<file path="src/rtl/seg7_scan_ctrl_if.sv">
// Register-bus port of the 7-segment scan controller: one select, write enable,
// 2-bit word address, 16-bit write data and registered 16-bit read data.
interface seg7_scan_ctrl_if;
    logic        sel;
    logic        we;
    logic [1:0]  addr;
    logic [15:0] wdata;
    logic [15:0] rdata;

    modport master (output sel, output we, output addr, output wdata, input rdata);
    modport slave  (input sel, input we, input addr, input wdata, output rdata);
endinterface

</file>
<file path="src/rtl/seg7_scan_ctrl.sv">
// Four-digit multiplexed 7-segment display controller with PWM brightness and
// frame-synchronous shadowing of the digit value, decimal-point and blank masks.
module seg7_scan_ctrl #(
    parameter int TICK_DIV = 3125
) (
    input  logic              clk,
    input  logic              reset,
    seg7_scan_ctrl_if.slave   bus,
    output logic [6:0]        segments,
    output logic              decimal_point,
    output logic [3:0]        anode,
    output logic              frame_tick
);
    localparam int PRE_W = $clog2(TICK_DIV);
    localparam logic [PRE_W-1:0] PRE_LAST = PRE_W'(TICK_DIV - 1);

    logic [15:0]      r_value;
    logic [3:0]       r_dp;
    logic [3:0]       r_blank;
    logic             r_en;
    logic [3:0]       r_duty;
    logic [15:0]      r_rdata;

    logic [PRE_W-1:0] r_pre;
    logic [3:0]       r_pwm;
    logic [1:0]       r_dig;

    logic [15:0]      r_sh_value;
    logic [3:0]       r_sh_dp;
    logic [3:0]       r_sh_blank;

    logic [6:0]       r_segments;
    logic             r_decimal_point;
    logic [3:0]       r_anode;
    logic             r_frame_tick;

    logic             w_wr;
    logic             w_rd;
    logic             w_pre_wrap;
    logic             w_frame_wrap;
    logic             w_on;
    logic [15:0]      w_rd_mux;
    logic [3:0]       w_nib [4];

    function automatic logic [6:0] hex7(input logic [3:0] n);
        case (n)
            4'h0: hex7 = 7'b1000000;
            4'h1: hex7 = 7'b1111001;
            4'h2: hex7 = 7'b0100100;
            4'h3: hex7 = 7'b0110000;
            4'h4: hex7 = 7'b0011001;
            4'h5: hex7 = 7'b0010010;
            4'h6: hex7 = 7'b0000010;
            4'h7: hex7 = 7'b1111000;
            4'h8: hex7 = 7'b0000000;
            4'h9: hex7 = 7'b0010000;
            4'hA: hex7 = 7'b0001000;
            4'hB: hex7 = 7'b0000011;
            4'hC: hex7 = 7'b1000110;
            4'hD: hex7 = 7'b0100001;
            4'hE: hex7 = 7'b0000110;
            default: hex7 = 7'b0001110;
        endcase
    endfunction

    assign w_wr         = bus.sel && bus.we;
    assign w_rd         = bus.sel && !bus.we;
    assign w_pre_wrap   = (r_pre == PRE_LAST);
    assign w_frame_wrap = w_pre_wrap && (r_pwm == 4'hF) && (r_dig == 2'd3);

    for (genvar gi = 0; gi < 4; gi++) begin : g_nib
        assign w_nib[gi] = r_sh_value[4*gi +: 4];
    end

    // EN and DUTY come straight from the live registers; only digit content is shadowed.
    assign w_on = r_en && !r_sh_blank[r_dig] && (r_pwm <= r_duty);

    always_comb begin
        w_rd_mux = 16'h0000;
        case (bus.addr)
            2'd0: w_rd_mux = r_value;
            2'd1: w_rd_mux = {12'h000, r_dp};
            2'd2: w_rd_mux = {12'h000, r_blank};
            2'd3: w_rd_mux = {8'h00, r_duty, 3'b000, r_en};
        endcase
    end

    always_ff @(posedge clk) begin
        if (reset) begin
            r_value <= 16'h0000;
            r_dp    <= 4'h0;
            r_blank <= 4'h0;
            r_en    <= 1'b1;
            r_duty  <= 4'hF;
            r_rdata <= 16'h0000;
        end else begin
            if (w_wr) begin
                case (bus.addr)
                    2'd0: r_value <= bus.wdata;
                    2'd1: r_dp    <= bus.wdata[3:0];
                    2'd2: r_blank <= bus.wdata[3:0];
                    2'd3: begin
                        r_en   <= bus.wdata[0];
                        r_duty <= bus.wdata[7:4];
                    end
                endcase
            end
            if (w_rd) begin
                r_rdata <= w_rd_mux;
            end
        end
    end

    always_ff @(posedge clk) begin
        if (reset) begin
            r_pre <= '0;
            r_pwm <= 4'h0;
            r_dig <= 2'd0;
        end else if (w_pre_wrap) begin
            r_pre <= '0;
            r_pwm <= r_pwm + 4'd1;
            if (r_pwm == 4'hF) begin
                r_dig <= r_dig + 2'd1;
            end
        end else begin
            r_pre <= r_pre + PRE_W'(1);
        end
    end

    // Capture uses the pre-edge register values, so a write on the wrap edge waits a frame.
    always_ff @(posedge clk) begin
        if (reset) begin
            r_sh_value <= 16'h0000;
            r_sh_dp    <= 4'h0;
            r_sh_blank <= 4'h0;
        end else if (w_frame_wrap) begin
            r_sh_value <= r_value;
            r_sh_dp    <= r_dp;
            r_sh_blank <= r_blank;
        end
    end

    always_ff @(posedge clk) begin
        if (reset) begin
            r_anode         <= 4'hF;
            r_segments      <= 7'h7F;
            r_decimal_point <= 1'b1;
            r_frame_tick    <= 1'b0;
        end else begin
            r_anode         <= w_on ? ~(4'b0001 << r_dig) : 4'hF;
            r_segments      <= w_on ? hex7(w_nib[r_dig]) : 7'h7F;
            r_decimal_point <= w_on ? ~r_sh_dp[r_dig] : 1'b1;
            r_frame_tick    <= w_frame_wrap;
        end
    end

    assign bus.rdata     = r_rdata;
    assign anode         = r_anode;
    assign segments      = r_segments;
    assign decimal_point = r_decimal_point;
    assign frame_tick    = r_frame_tick;
endmodule

</file>
<file path="src/flat_wrapper.sv">
// flat-port wrapper written by rule: the top's interface ports become plain ports
module seg7_scan_ctrl_flat 
#(
    parameter int TICK_DIV = 3125
)
  (clk, reset, segments, decimal_point, anode, frame_tick, bus_sel, bus_we, bus_addr, bus_wdata, bus_rdata);
  seg7_scan_ctrl_if bus_i ();
  input  logic clk;
  input  logic reset;
  output logic [6:0] segments;
  output logic decimal_point;
  output logic [3:0] anode;
  output logic frame_tick;
  input wire logic [$bits(bus_i.sel)-1:0] bus_sel;
  input wire logic [$bits(bus_i.we)-1:0] bus_we;
  input wire logic [$bits(bus_i.addr)-1:0] bus_addr;
  input wire logic [$bits(bus_i.wdata)-1:0] bus_wdata;
  output wire logic [$bits(bus_i.rdata)-1:0] bus_rdata;
  assign bus_i.sel = bus_sel;
  assign bus_i.we = bus_we;
  assign bus_i.addr = bus_addr;
  assign bus_i.wdata = bus_wdata;
  assign bus_rdata = bus_i.rdata;
  seg7_scan_ctrl #(.TICK_DIV(TICK_DIV)) u_core (.clk(clk), .reset(reset), .bus(bus_i), .segments(segments), .decimal_point(decimal_point), .anode(anode), .frame_tick(frame_tick));
endmodule
</file>
<file path="config.mk">
export PLATFORM = sky130hd
export DESIGN_NAME = seg7_scan_ctrl_flat
export DESIGN_NICKNAME = d
export VERILOG_FILES = /design/src/rtl/seg7_scan_ctrl_if.sv /design/src/rtl/seg7_scan_ctrl.sv /design/src/flat_wrapper.sv
export SDC_FILE = /design/constraint.sdc
export NUM_CORES = 1
export LEC_CHECK = 0
export BUFFER_PORTS_ARGS = -buffer_cell sky130_fd_sc_hd__buf_2
export CAP_MARGIN = 20
export CORE_MARGIN = 2
export CORE_UTILIZATION = 62
export DETAILED_ROUTE_END_ITERATION = 7
export PLACE_DENSITY = 0.84
export RECOVER_POWER = 50
export SLEW_MARGIN = 0
export SYNTH_ARGS = -nofsm -noshare
export SYNTH_HDL_FRONTEND = slang
export SYNTH_SLANG_ARGS = --single-unit
</file>
<file path="constraint.sdc">
create_clock -name clk -period 4.3 [get_ports clk]
set_clock_uncertainty 0.05 [all_clocks]
set_input_delay 0.86 -clock clk [delete_from_list [all_inputs] [get_ports clk]]
set_output_delay 0.86 -clock clk [all_outputs]
set_load 0.1 [all_outputs]
</file>
# == Word-level counts from Yosys, hierarchy flattened ==
# Memory sizes are Yosys's and may differ from the RTL's. A register that Yosys moved wholly into a read port is not among the register bits.
# Index checks and enable logic that the tools add are counted.
# Widths: inputs -> output; s select.
# classes
add_sub_neg,3
magnitude_cmp,3
n_eq_ne,6
n_shift,1
n_mux,8
bitwise_logic,4
n_reduce_logical,16
# ops
cell,count
$pmux 16 s4,1
$add 12x1->12 const B,1
$eq 12x12->1 const B,1
$reduce_and 2->1,5
$bmux 4 s2,1
$mux 4,2
$eq 2x2->1 const B,3
$logic_and 1x1->1,6
$add 4x1->4 const B,1
$bmux 1 s2,2
$eq 4x4->1 const B,1
$le 4x4->1,1
$not 4->4,1
$reduce_or 2->1,2
$shl 1x2->4 const A,1
$ge 3x3->1 const B,1
$lt 2x3->1 const B,1
$not 2->3,1
$add 2x1->2 const B,1
$eq 2x1->1 const B,1
$logic_not 1->1,2
$logic_not 2->1,1
$mux 1,2
$not 1->1,2
# totals
reg_bits,93
rom_bits,112
input_bits,22
output_inout_bits,29
wordCells,57
n_memories,1
# memory_table
memory,depth,word_bits,rd,rd_ports_with_merged_regs,wr,line,rtl
(no name shown),16,7,1,1,0,seg7_scan_ctrl.sv:46,case (n)

# == Longest topological paths before layout ==
# logic_depth
word_depth,7
depth_mapped,8
mapped_depth_nobuf,7

# == Least setup slack after synthesis ==
# OpenSTA, ideal clock, no wires.
# synth_timing
path_type,input to register
startpoint,input bus_addr[0]
endpoint,register u_core.r_value[3]
arrival_time_ns,2.148
required_ns,4.179
path_slack_ns,2.032
stages,7
path_buffers,3
path_cell_list,clkbuf_1 > nor2_1 > and3_1 > clkbuf_1 > clkbuf_1 > nand2_1 > a21oi_1
# synth_via
elab_chain_cells,2
# synth_rtl
element,line,rtl
start: declaration,flat_wrapper.sv:16,input wire logic [$bits(bus_i.addr)-1:0] bus_addr;
$logic_not 2->1,seg7_scan_ctrl.sv:98,case (bus.addr)
$reduce_and 2->1 (no source line),-,
end signal: assignment,seg7_scan_ctrl.sv:99,2'd0: r_value <= bus.wdata;
end: declaration,seg7_scan_ctrl.sv:17,logic [15:0] r_value;
# No other way between the ends.
# A chain may end at the register's enable or synchronous reset.

# == Final worst setup path ==
# layout_timing
startpoint,"register u_core.r_rdata[9], in the netlist u_core.bus.rdata[9]"
endpoint,output bus_rdata[9]
# layout_rtl
element,line,rtl
start: declaration,seg7_scan_ctrl.sv:22,logic [15:0] r_rdata;
start signal: assignment,seg7_scan_ctrl.sv:109,r_rdata <= w_rd_mux;
end: declaration,flat_wrapper.sv:18,output wire logic [$bits(bus_i.rdata)-1:0] bus_rdata;
# No word-level cell between the ends.

==> reports/results.tsv <==
metric	value	unit
I/O Pins	51	
Layout area overhead	9.32	%
RSZ-0062 raised after global routing	no	
DRC viols	0	
Pint	1.19	mW
Initial Utilization	0.631	
pwr dens	359	nW/µm²
slowest cell on the critical path	clkbuf_1	
Tcrit/Tclk final	0.583	
Layout fillers	552	
Seq cells post-synth	100	
Mapped Avg Cell Area	9.32	µm²
maximum clock rate	399	MHz
dpl cells	561	
Die Span Y	86.7	µm
Total Power	1.67	mW
FP Rows	30	
critical path class	flip-flop to output pin	
Logic pwr share	0.088	
vias in the first global route	2934	
htree depth	3	
clk sinks	100	
CTS tree	yes	
global-route wire length before repair	13800	µm
drt total wl	8560	µm
Cells after Synth	455	
register share of total power	0.574	
WP buf/inv	1	
Max VDD drop	0.157	mV
Syn Nets	494	
GPL Wtd Cong	0.814	
CP Cell Sequence	clkbuf_1	
largest net degree at the start of global routing	78	
Layout Cells excl Fill	578	
NetSw	0.474	mW
Clk Latency, worst-skew pair	370	ps
via-per-instance ratio	5.68	
average wire per standard cell	14.8	µm
max_slew headroom	0.0241	
Req. time, crit path	3390	ps
Hold Path Sink	u_core.bus.rdata[0]	
DP Wirelength	5970	µm
final slew viol count	0	
grt ovf	0	
status	completed	
Final TNS setup	0	ps
r2r endpoint	u_core.segments[0]	
Hold Path Class	flip-flop to flip-flop	
Root Buffer	clkbuf_8	
clk buf depth	2	
Final Hold Fails	0	
Post CTS Setup Buffer Count	0	
CTS hold repair buffers	0	
Final Setup Violations	0	
PortBufs	50	
critical path peak fanout	2	
CTS resizes	0	
Worst Setup End Kind	output pin	
worst hold slack	411	ps
Clk pwr share	0.338	
GRT Overall Usage	0.232	
CP delay by family, top	buffers and inverters	
worst r2r src	u_core.r_dig[0]	
asr flop ratio synth	0	
layout cells sized above 1	0.102	
Initial DRC Count	149	
Clock Pin Slew Worst Setup and Hold Paths	100	ps
WP data arrival	1600	ps
post-layout util	0.690	
max incr delay on CP	870	ps
crit path launch type	flip-flop	
core footprint	6720	µm²
initial antenna violation count	0	
Post-synth EDFFs	0	
DIE AREA	7520	µm²
switch share	0.285	
Hold Crit Start	u_core.bus.rdata[0]	
drt pass-1 iters	5	
Slew @ Worst Pin	1460	ps
synthesized area	4240	µm²
hold depth	2	
total number of vias	3285	
TritonCTS Buffers	9	
Pleak	1.78	nW
die width	86.7	µm
Seq/Total Area, Yosys	0.472	
reg2reg path depth	6	
synthesis warning total	0	
Routed Antenna Nets	0	
Nets	532	
Final min period	2510	ps
Yosys cell types	38	
setup slack, reg-to-reg	1910	ps
ys flop type	dfxtp_1	
Max-cap violations	0	
antenna fix cells	0	
## registers in the layout, summed over array words and instances (netlist names)
register / flops
u_core.r_duty: 4
u_core.r_sh_blank: 4
u_core.r_en: 1
u_core.r_blank: 4
u_core.decimal_point: 1
u_core.r_value: 16
u_core.r_dig: 2
u_core.bus.rdata: 16
u_core.r_pre: 12
u_core.r_dp: 4
u_core.r_sh_dp: 4
u_core.segments: 7
u_core.frame_tick: 1
u_core.anode: 4
u_core.r_sh_value: 16
u_core.r_pwm: 4
## power groups by stage
stage | registers, mW | clock network, mW | logic (mW)
global placement | 0.976 | 0 | 0.146
global route | 0.958 | 0.604 | 0.156
detailed placement | 0.977 | 0 | 0.149
floorplan | 1.04 | 0 | 0.0543
finish | 0.956 | 0.563 | 0.147
CTS | 0.955 | 0.569 | 0.149
## layer usage
layer / vias to the layer above / routed length [µm] / global-route usage
li1: 1632 / - / -
met1: 1560 / 3860 / 0.298
met2: 79 / 4250 / 0.394
met3: 14 / 320 / 0.0390
met4: 0 / 134 / 0.0838
met5: - / 0 / 0
## synth_stat cells (all sizes together) (4+ instances only)
cell type | number | share of area
a221oi | 4 | 0.0083
mux2i | 43 | 0.10
xor2 | 7 | 0.014
a21oi | 20 | 0.024
a211o | 5 | 0.010
ha | 17 | 0.050
xnor2 | 9 | 0.019
nand4 | 7 | 0.010
a211oi | 4 | 0.0071
o21ai | 4 | 0.0047
inv | 19 | 0.017
clkbuf | 21 | 0.019
nor3 | 11 | 0.013
nand3 | 8 | 0.0094
buf | 5 | 0.0094
mux4 | 5 | 0.027
a22oi | 8 | 0.014
dfxtp | 100 | 0.47
nor2 | 81 | 0.072
nand2 | 51 | 0.045
## area by class of cell
class	count	area (µm²)	area share
Inverter	19	71.3	0.0154
Clock inverter	7	58.8	0.0127
Sequential cell	100	2000	0.432
Clock buffer	9	124	0.0267
Multi-Input combinational cell	310	2050	0.442
Tap cell	80	100	0.0216
Timing Repair Buffer	53	231	0.0499
## how the worst max path moves through the flow
stage                         from                 end  slack (ps)  depth (start not counted)
2_1_floorplan          bus_addr[0]   u_core.r_value[3]        2030                          7
3_3_place_gp       u_core.r_dig[0]  u_core.segments[1]        1610                          3
3_5_place_dp       u_core.r_dig[0]  u_core.segments[2]        1370                          3
4_1_cts            u_core.r_dig[0]  u_core.segments[2]        1370                          3
5_1_grt                      reset     u_core.r_pre[4]        1700                          4
6_report       u_core.bus.rdata[9]        bus_rdata[9]        1790                          1
## metrics by stage
stage	cell area, µm²	worst slack [ps]
5_1_grt	4640	1700
4_1_cts	4670	1370
6_report	4640	1790
3_3_place_gp	4490	1610
2_1_floorplan	4240	2030
3_5_place_dp	4490	1370
## kinds of logic (layout without fill, tap and decap cells)
| logic type | Yosys count | in the layout | share of synthesized area |
|---|---|---|---|
| multiplexers | 51 | 51 | 0.136 |
| flip-flops | 100 | 100 | 0.472 |
| buffers and inverters | 45 | 88 | 0.0448 |
| XOR/XNOR | 16 | 16 | 0.0330 |
| AO/OA/AOI/OAI | 53 | 53 | 0.0855 |
| AND/OR/NAND/NOR | 173 | 173 | 0.178 |
| adder cells (fa/ha/maj) | 17 | 17 | 0.0501 |
## placed cells by master, fill, tap and decap left out, types with 5 or more instances in the layout
cell,Yosys,layout
ha_1,17,17
a22oi_1,8,8
nor2_1,81,81
nand3_1,8,8
dfxtp_1,100,100
a211o_1,5,5
nand4_1,7,7
clkbuf_1,21,31
buf_2,2,19
clkbuf_8,0,9
nand2_1,51,51
a21oi_1,20,20
xor2_1,7,7
mux4_2,5,5
xnor2_1,9,9
inv_1,19,19
nor3_1,11,11
mux2i_1,43,43
Note: power is estimated with default switching activity, not from simulation.
